**src/rtl/sdr_arb_if.sv**
```systemverilog
// Handshake bundle between the SDRAM arbiter and its client/engine side.
// master: clients and engines (drive requests and completions).
// slave:  the arbiter (drives grants and status).
interface sdr_arb_if;
  logic       init_done;
  logic       wr_req_in;
  logic       rd_req_in;
  logic       wr_exit;
  logic       rd_done;
  logic       ref_done;
  logic       wr_grant;
  logic       rd_grant;
  logic       ref_req;
  logic       need_ref;
  logic       busy;
  logic [2:0] ref_pend;
  logic       ref_ovf;
  logic [2:0] arb_state;

  modport master (
    output init_done, wr_req_in, rd_req_in, wr_exit, rd_done, ref_done,
    input  wr_grant, rd_grant, ref_req, need_ref, busy, ref_pend, ref_ovf,
           arb_state
  );

  modport slave (
    input  init_done, wr_req_in, rd_req_in, wr_exit, rd_done, ref_done,
    output wr_grant, rd_grant, ref_req, need_ref, busy, ref_pend, ref_ovf,
           arb_state
  );
endinterface

```
**src/rtl/sdr_arb.sv**
```systemverilog
// SDRAM request arbiter and refresh scheduler.
// Holds traffic until init completes, counts refresh ticks into a small
// pending count, and hands the single command path to write, read or
// refresh using one-cycle grant pulses.
// Optional: define SDR_ARB_RR_EN to alternate write/read on conflicts
// (default build: write always wins).
//
// state   | meaning
// S_INIT  | waiting for init_done, refresh timer held
// S_IDLE  | arbitrating; at least one cycle between grants
// S_WRITE | write engine owns the command path
// S_READ  | read engine owns the command path
// S_REF   | refresh engine owns the command path
module sdr_arb #(
  parameter int unsigned REF_INTERVAL = 1300,
  parameter int unsigned REF_MAX_PEND = 4,
  parameter int unsigned CNT_W        = 11
) (
  input logic      clk,
  input logic      rst,
  sdr_arb_if.slave bus
);

  typedef enum logic [2:0] {
    S_INIT  = 3'd0,
    S_IDLE  = 3'd1,
    S_WRITE = 3'd2,
    S_READ  = 3'd3,
    S_REF   = 3'd4
  } state_t;

  // Timer counts down from REF_INTERVAL-1; reaching zero is the tick.
  localparam logic [CNT_W-1:0] TMR_LOAD = CNT_W'(REF_INTERVAL - 1);
  localparam logic [2:0]       PEND_MAX = 3'(REF_MAX_PEND);

  state_t           state;
  logic [CNT_W-1:0] tmr;
  logic [2:0]       pend;
  logic             ovf_q;
  logic             wr_grant_q;
  logic             rd_grant_q;
  logic             ref_req_q;
  logic             tick;
  logic             ref_dec;
  logic             wr_win;

  assign tick    = (state != S_INIT) && (tmr == '0);
  assign ref_dec = (state == S_REF) && bus.ref_done;

`ifdef SDR_ARB_RR_EN
  logic last_wr;
  // On a write/read conflict, hand the path to whoever did not go last.
  assign wr_win = bus.wr_req_in && !(bus.rd_req_in && last_wr);
`else
  assign wr_win = bus.wr_req_in;
`endif

  // Refresh interval timer: parked at its load value until init completes.
  always_ff @(posedge clk) begin
    if (rst || state == S_INIT) begin
      tmr <= TMR_LOAD;
    end else if (tmr == '0) begin
      tmr <= TMR_LOAD;
    end else begin
      tmr <= tmr - 1'b1;
    end
  end

  // Pending-refresh count and sticky overflow; a tick and a completed
  // refresh in the same cycle cancel out.
  always_ff @(posedge clk) begin
    if (rst) begin
      pend  <= '0;
      ovf_q <= 1'b0;
    end else begin
      if (tick && pend == PEND_MAX) begin
        ovf_q <= 1'b1;
      end
      if (tick && !ref_dec && pend != PEND_MAX) begin
        pend <= pend + 3'd1;
      end else if (ref_dec && !tick && pend != '0) begin
        pend <= pend - 3'd1;
      end
    end
  end

  // Arbitration FSM; grant pulses are registered alongside the state change.
  always_ff @(posedge clk) begin
    if (rst) begin
      state      <= S_INIT;
      wr_grant_q <= 1'b0;
      rd_grant_q <= 1'b0;
      ref_req_q  <= 1'b0;
`ifdef SDR_ARB_RR_EN
      last_wr    <= 1'b0;
`endif
    end else begin
      wr_grant_q <= 1'b0;
      rd_grant_q <= 1'b0;
      ref_req_q  <= 1'b0;
      case (state)
        S_INIT: begin
          if (bus.init_done) state <= S_IDLE;
        end
        S_IDLE: begin
          if (pend == PEND_MAX) begin
            state     <= S_REF;
            ref_req_q <= 1'b1;
          end else if (wr_win) begin
            state      <= S_WRITE;
            wr_grant_q <= 1'b1;
`ifdef SDR_ARB_RR_EN
            last_wr    <= 1'b1;
`endif
          end else if (bus.rd_req_in) begin
            state      <= S_READ;
            rd_grant_q <= 1'b1;
`ifdef SDR_ARB_RR_EN
            last_wr    <= 1'b0;
`endif
          end else if (pend != '0) begin
            state     <= S_REF;
            ref_req_q <= 1'b1;
          end
        end
        S_WRITE: begin
          if (bus.wr_exit) state <= S_IDLE;
        end
        S_READ: begin
          if (bus.rd_done) state <= S_IDLE;
        end
        S_REF: begin
          if (bus.ref_done) state <= S_IDLE;
        end
        default: state <= S_INIT;
      endcase
    end
  end

  assign bus.wr_grant  = wr_grant_q;
  assign bus.rd_grant  = rd_grant_q;
  assign bus.ref_req   = ref_req_q;
  assign bus.need_ref  = (state == S_WRITE) && (pend != '0);
  assign bus.busy      = (state != S_IDLE);
  assign bus.ref_pend  = pend;
  assign bus.ref_ovf   = ovf_q;
  assign bus.arb_state = state;

endmodule

```
**src/flat_wrapper.sv**
```systemverilog
// flat-port wrapper written by rule: the top's interface ports become plain ports
module sdr_arb_flat 
#(
  parameter int unsigned REF_INTERVAL = 1300,
  parameter int unsigned REF_MAX_PEND = 4,
  parameter int unsigned CNT_W        = 11
)
  (clk, rst, bus_init_done, bus_wr_req_in, bus_rd_req_in, bus_wr_exit, bus_rd_done, bus_ref_done, bus_wr_grant, bus_rd_grant, bus_ref_req, bus_need_ref, bus_busy, bus_ref_pend, bus_ref_ovf, bus_arb_state);
  sdr_arb_if bus_i ();
  input logic clk;
  input logic rst;
  input wire logic [$bits(bus_i.init_done)-1:0] bus_init_done;
  input wire logic [$bits(bus_i.wr_req_in)-1:0] bus_wr_req_in;
  input wire logic [$bits(bus_i.rd_req_in)-1:0] bus_rd_req_in;
  input wire logic [$bits(bus_i.wr_exit)-1:0] bus_wr_exit;
  input wire logic [$bits(bus_i.rd_done)-1:0] bus_rd_done;
  input wire logic [$bits(bus_i.ref_done)-1:0] bus_ref_done;
  output wire logic [$bits(bus_i.wr_grant)-1:0] bus_wr_grant;
  output wire logic [$bits(bus_i.rd_grant)-1:0] bus_rd_grant;
  output wire logic [$bits(bus_i.ref_req)-1:0] bus_ref_req;
  output wire logic [$bits(bus_i.need_ref)-1:0] bus_need_ref;
  output wire logic [$bits(bus_i.busy)-1:0] bus_busy;
  output wire logic [$bits(bus_i.ref_pend)-1:0] bus_ref_pend;
  output wire logic [$bits(bus_i.ref_ovf)-1:0] bus_ref_ovf;
  output wire logic [$bits(bus_i.arb_state)-1:0] bus_arb_state;
  assign bus_i.init_done = bus_init_done;
  assign bus_i.wr_req_in = bus_wr_req_in;
  assign bus_i.rd_req_in = bus_rd_req_in;
  assign bus_i.wr_exit = bus_wr_exit;
  assign bus_i.rd_done = bus_rd_done;
  assign bus_i.ref_done = bus_ref_done;
  assign bus_wr_grant = bus_i.wr_grant;
  assign bus_rd_grant = bus_i.rd_grant;
  assign bus_ref_req = bus_i.ref_req;
  assign bus_need_ref = bus_i.need_ref;
  assign bus_busy = bus_i.busy;
  assign bus_ref_pend = bus_i.ref_pend;
  assign bus_ref_ovf = bus_i.ref_ovf;
  assign bus_arb_state = bus_i.arb_state;
  sdr_arb #(.REF_INTERVAL(REF_INTERVAL), .REF_MAX_PEND(REF_MAX_PEND), .CNT_W(CNT_W)) u_core (.clk(clk), .rst(rst), .bus(bus_i));
endmodule
```
**config.mk**
```make
export PLATFORM = sky130hd
export DESIGN_NAME = sdr_arb_flat
export DESIGN_NICKNAME = d
export VERILOG_FILES = /design/src/rtl/sdr_arb_if.sv /design/src/rtl/sdr_arb.sv /design/src/flat_wrapper.sv
export SDC_FILE = /design/constraint.sdc
export NUM_CORES = 1
export LEC_CHECK = 0
export ABC_CLOCK_PERIOD_IN_PS = 3700
export CAP_MARGIN = 30
export CORE_MARGIN = 2
export CORE_UTILIZATION = 34
export CTS_BUF_LIST = sky130_fd_sc_hd__clkbuf_16
export CTS_CLUSTER_DIAMETER = 150
export DETAILED_ROUTE_END_ITERATION = 8
export PLACE_DENSITY = 0.55
export SYNTH_ARGS = -nofsm -noshare
export SYNTH_HDL_FRONTEND = slang
export SYNTH_SLANG_ARGS = --single-unit
export TNS_END_PERCENT = 10
```
**constraint.sdc**
```tcl
create_clock -name clk -period 3.7 [get_ports clk]
set_input_delay 0.925 -clock clk [delete_from_list [all_inputs] [get_ports clk]]
set_output_delay 0.925 -clock clk [all_outputs]
set_load 0.05 [all_outputs]
```
==> impl_metrics.yaml, run 1 <==
status:
  outcome: "complete, no violations"
placement:
  dp_hpwl_um: 1720
  placed_area_mm2: 0.00130
  dp.cells: 185
  routabilityCongestion: 0.698
  portBuffers: 19
  post-place-ws_ps: 790
synth:
  yosys_most_used_dff: "dfxtp_1"
  ys_types: 40
  synthesis.nets: 139
  yosysSeqAreaShare_pct: 38.8
  synthTopCellsByCount: "21 x dfxtp_1, 18 x nor2_1, 13 x nand2_1"
  synth_edf_count: 0
  yosys.cell_count.top_type: "dfxtp_1"
  netlist_area_mm2: 0.00108
  yosys.area.top_type_share_pct: 38.8
  syn_inst: 128
  yosysWarningCount: 0
  syn_avg_cell_area_um2: 8.46
  async_flop_share_pct: 0
  synth_seq_cells: 21
  synth_top_area_cell: "dfxtp_1"
  netlist_top_cells_area: "dfxtp_1 39%, nor2_1 6.2%, nand2_1 4.5%"
grt:
  grt_max_degree: 13
  grt_usage_pct: 13.9
  grt_pass1_wl_um: 3810
  grt.overflow.total: 0
  grt_pass1_vias: 915
  antenna_found_initial: 0
power:
  ir_worst_vdd_v: 0.000263
  power-per-cell-area_mw_per_mm2: 548
  leakage_uw: 0.000505
setup_path:
  cp_slowest_cell: "clkdlybuf4s50_1"
  worstPathRequired_ps: 2770
  critPathArrivalTime_ps: 2050
  r2r_end: "u_core.bus.ref_pend[2]"
  worst-setup-path-type: "reg2out"
  crit_path_max_fanout: 7
  cp-end-kind: "primary output"
  path_buf_inv: 1
  r2r-start: "u_core.tmr[5]"
  critical_path.cell_chain: "or3_1, nor4b_1, clkdlybuf4s50_1"
  r2r_setup_slack_ps: 1010
  cp_top_family: "buffers and inverters"
  r2r_cells: 7
  startpoint: "u_core.bus.ref_pend[1]"
  start_kind: "flip-flop"
  crit_cells: 3
  critPathCapture: "bus_need_ref"
  slowest_delay_ps: 860
routing:
  route.met3.wl_um: 120
  drt_iter0_drc: 44
  top_layer: "met4"
  routed_wl_um: 2290
  first_pass_iters: 5
  num_vias: 946
  vias_per_cell: 5.01
  wl_per_cell_um: 12.1
  drcViolationCount: 0
  final_antenna_net_count: 0
  met1Wirelength_um: 987
  met2_length_um: 1140
clock_tree:
  cts_sinks: 21
  cts_tree: "yes"
  cts_buffers: 3
  clk_pin_slew_ps: 60
  postCtsSetupBuffers: 0
  cts.htree.levels: 1
  clockRootBuffer: "clkbuf_16"
  cts_buffer_depth: 2
  ctsResizeCount: 0
  clk-insertion-delay-late_ps: 250
  cts_hold_buf: 0
floorplanning:
  dieHeight_um: 60.4
  design.core.area_mm2: 0.00305
  num_rows: 20
  dieArea_mm2: 0.00365
  start_util_pct: 35.5
  ios: 20
  die_x_um: 60.4
final_layout:
  final_design_area_no_fill_mm2: 0.00138
  antenna_cells: 0
  syn2layout_area_growth_pct: 27.7
  stdcell_count: 189
  nets: 157
  drive_above_1_share_pct: 8.28
worst_hold_path:
  worstHoldPathType: "reg2reg"
  holdPathStages: 1
sta:
  rsz0062_at_grt: "no"
  layout_setup_ws_ps: 726
  fmax_mhz: 336
  clock_skew_ps: 2.39
  tightest_slew_ps: 712
  finalCriticalPeriod_ps: 2970
  setup_viol: 0
  post-route-period-util_pct: 80.4
  setup_tns_ps: 0
  maxSlewHeadroom_pct: 52.1
  slew_violations: 0
  timing_hold_violations_final: 0
job:
  maxCapViolCount: 0
[logic make-up after synthesis]
kind of cell	synth area share, %
AO/OA/AOI/OAI	10.3
XOR/XNOR	8.09
adder cells (fa/ha/maj)	4.16
buffers and inverters	4.74
flip-flops	38.8
multiplexers	1.04
AND/OR/NAND/NOR	32.8
[layout by cell type (no fill, tap or decap), drive strengths merged, types with 2 or more instances in the layout]
cell type,count
dfxtp,21
xor2,5
or3b,2
nand2,13
inv,7
nor2,18
o211ai,2
xnor2,5
ha,2
o31ai,2
nor3b,2
clkbuf,3
nor4,4
a21oi,3
nand3,2
a31oi,2
or4,2
or3,6
nor3,8
nand3b,2
clkdlybuf4s50,19
[state kept, by name (all words and copies together) (netlist names)]
signal	count
u_core.tmr	11
u_core.bus.ref_pend	3
u_core.bus.ref_ovf	1
u_core.bus.arb_state	3
u_core.bus.rd_grant	1
u_core.bus.wr_grant	1
u_core.bus.ref_req	1
[area by class of cell]
type	instances	area, um2
clock buffer	3	75.1
clock inverter	1	5.00
fill	320	1670
inverter	7	26.3
multi-input combinational	94	611
sequential	21	420
tap	44	55.1
timing repair buffer	19	190
[how the worst min path moves through the flow]
| stage | start | endpoint | slack [ps] |
|---|---|---|---|
| 2_1_floorplan | u_core.tmr[0] | u_core.tmr[0] | 380 |
| 3_3_place_gp | u_core.tmr[0] | u_core.tmr[0] | 400 |
| 3_5_place_dp | u_core.tmr[0] | u_core.tmr[0] | 400 |
| 4_1_cts | u_core.tmr[0] | u_core.tmr[0] | 420 |
| 5_1_grt | u_core.tmr[0] | u_core.tmr[0] | 450 |
| 6_report | u_core.tmr[0] | u_core.tmr[0] | 410 |
[routing by layer]
metal,GRT usage (%),vias up
met5,0,-
met4,4.66,0
met3,4.90,4
met2,24.8,20
met1,15.3,442
li1,-,480
[power by group]
group	internal, uW	switching [uW]
Combinational	90.8	158
Sequential	248	34.5
Clock	145	81.9
[metrics by stage]
stage | utilization [%] | total power [uW] | hold slack, ps
final | 45.3 | 758 | 414
after global placement | 42.7 | 532 | 399
after detailed placement | 42.7 | 537 | 402
after floorplan | - | 468 | 384
after global routing | 45.3 | 802 | 449
after CTS | 45.3 | 770 | 415
Note: power is estimated with default switching activity, not from simulation.
==> run 2, diff against run 1 <==
--- a/config.mk
+++ b/config.mk
@@ -5,7 +5,7 @@
 export SDC_FILE = /design/constraint.sdc
 export NUM_CORES = 1
 export LEC_CHECK = 0
-export ABC_CLOCK_PERIOD_IN_PS = 3700
+export ABC_CLOCK_PERIOD_IN_PS = 2800
 export CAP_MARGIN = 30
 export CORE_MARGIN = 2
 export CORE_UTILIZATION = 34
==> constraint.sdc (replaced) <==
create_clock -name clk -period 2.8 [get_ports clk]
set_input_delay 0.7 -clock clk [delete_from_list [all_inputs] [get_ports clk]]
set_output_delay 0.7 -clock clk [all_outputs]
set_load 0.05 [all_outputs]
==> run 2 against run 1 <==
  * Worst setup slack worse by 530 ps
  * Die area unchanged
  * Sequential power up 31%
  * Core utilization up 1.0 points
  * Combinational power up 31%
  * Wire length down 4.6%
  * Flip-flop and latch count unchanged
  * Global-route usage about the same
  * Largest cell class unchanged
==> impl_metrics.yaml, run 2 (synthesis gave the netlist of run 1 again) <==
sta:
  slew_violations: 0
  setup_viol: 0
  tightest_slew_ps: 715
  post-route-period-util_pct: 92.9
  maxSlewHeadroom_pct: 51.9
  rsz0062_at_grt: "no"
  setup_tns_ps: 0
  fmax_mhz: 385
  finalCriticalPeriod_ps: 2600
  clock_skew_ps: 0.944
  timing_hold_violations_final: 0
routing:
  drt_iter0_drc: 25
  routed_wl_um: 2180
  num_vias: 930
  drcViolationCount: 0
  first_pass_iters: 4
  wl_per_cell_um: 11.4
  vias_per_cell: 4.84
  final_antenna_net_count: 0
setup_path:
  critical_path.cell_chain: "or3b_1, clkdlybuf4s50_1"
  cp_slowest_cell: "clkdlybuf4s50_1"
  r2r_setup_slack_ps: 230
  slowest_delay_ps: 730
  critPathCapture: "bus_busy"
  r2r_end: "u_core.bus.ref_pend[2]"
  critPathArrivalTime_ps: 1900
  crit_cells: 2
  worst-setup-path-type: "reg2out"
  path_buf_inv: 1
  start_kind: "flip-flop"
  r2r_cells: 9
  worstPathRequired_ps: 2100
  r2r-start: "u_core.tmr[0]"
  cp_top_family: "buffers and inverters"
  cp-end-kind: "primary output"
  startpoint: "u_core.bus.arb_state[0]"
  crit_path_max_fanout: 10
clock_tree:
  clk_pin_slew_ps: 60
  cts_buffers: 3
  cts_tree: "yes"
  clk-insertion-delay-late_ps: 250
  clockRootBuffer: "clkbuf_16"
  cts_sinks: 21
  cts.htree.levels: 1
  cts_buffer_depth: 2
  postCtsSetupBuffers: 0
grt:
  use_met2_pct: 22.5
  grt_max_degree: 13
  grt.overflow.total: 0
  antenna_found_initial: 0
  met1_usage_pct: 17.9
  grt_pass1_wl_um: 3810
  use_met3_pct: 2.77
  grt_pass1_vias: 860
  grt_usage_pct: 13.8
  grt-busiest-layer: "met2"
final_layout:
  final_common_cell: "dfxtp_1"
  nets: 160
  antenna_cells: 0
  drive_above_1_share_pct: 10.8
  syn2layout_area_growth_pct: 30.6
  regMostFlops: "u_core.tmr"
  largest_register_ffs: 11
  layout_common_cells: "21 x dfxtp_1, 18 x nor2_1, 18 x clkdlybuf4s50_1"
floorplanning:
  num_rows: 20
  dieArea_mm2: 0.00365
  die_x_um: 60.4
  dieHeight_um: 60.4
  start_util_pct: 35.5
  ios: 20
  design.core.area_mm2: 0.00305
placement:
  dp_hpwl_um: 1690
  routabilityCongestion: 0.750
  portBuffers: 19
status:
  outcome: "complete, no violations"
power:
  leakage_uw: 0.000538
  power-per-cell-area_mw_per_mm2: 705
  fin_total_pwr_uw: 997
  ir_worst_vdd_v: 0.000246
worst_hold_path:
  worstHoldPathType: "reg2reg"
job:
  maxCapViolCount: 0
run 2: cell types whose count changed in the layout (fill, tap and decap cells not counted), sizes merged:
cell	previous run	this run
buf	0	3
clkdlybuf4s50	19	18
dlymetal6s2s	0	1
run 2: worst min-delay path by stage:
stage             startpoint             to  slack (ps)  cells after the start
5_1_grt        u_core.tmr[0]  u_core.tmr[0]         440                      1
2_1_floorplan  u_core.tmr[0]  u_core.tmr[0]         380                      1
3_5_place_dp   u_core.tmr[0]  u_core.tmr[0]         400                      1
3_3_place_gp   u_core.tmr[0]  u_core.tmr[0]         400                      1
6_report       u_core.tmr[0]  u_core.tmr[0]         410                      1
4_1_cts        u_core.tmr[0]  u_core.tmr[0]         420                      1
run 2: area by class of cell:
cell class	instances	area (um2)
Multi-Input combinational cell	94	617
Clock buffer	3	75.1
Inverter	7	26.3
Fill cell	315	1640
Clock inverter	1	5.00
Timing Repair Buffer	22	215
Tap cell	44	55.1
Sequential cell	21	420
run 2: stage by stage:
stage,utilization [%],worst slack (ps),cells,hold WS (ps),area (um2)
final,46.3,200,192,411,1410
after global routing,46.3,86.1,192,445,1410
after CTS,46.2,94.1,192,416,1410
after detailed placement,43.6,207,188,402,1330
after global placement,43.6,274,188,396,1330
after floorplan,-,166,128,384,1090
run 2: layer usage:
layer / up-vias / share of wire [%]
met5: - / 0
met4: 0 / 1.6
met3: 5 / 6.1
met2: 27 / 44
met1: 414 / 48
li1: 484 / -
run 2: report_power, final:
part	switching [uW]	internal (uW)	total [uW]
clock network	106	192	298
registers	44.4	328	372
logic	205	121	327
run 2: timing repair:
action                                  4_1_cts  5_1_grt
hold buffers                                  0        0
resized for setup                             0        1
hold endpoints to repair                      0        0
endpoints found under the setup margin        0        1
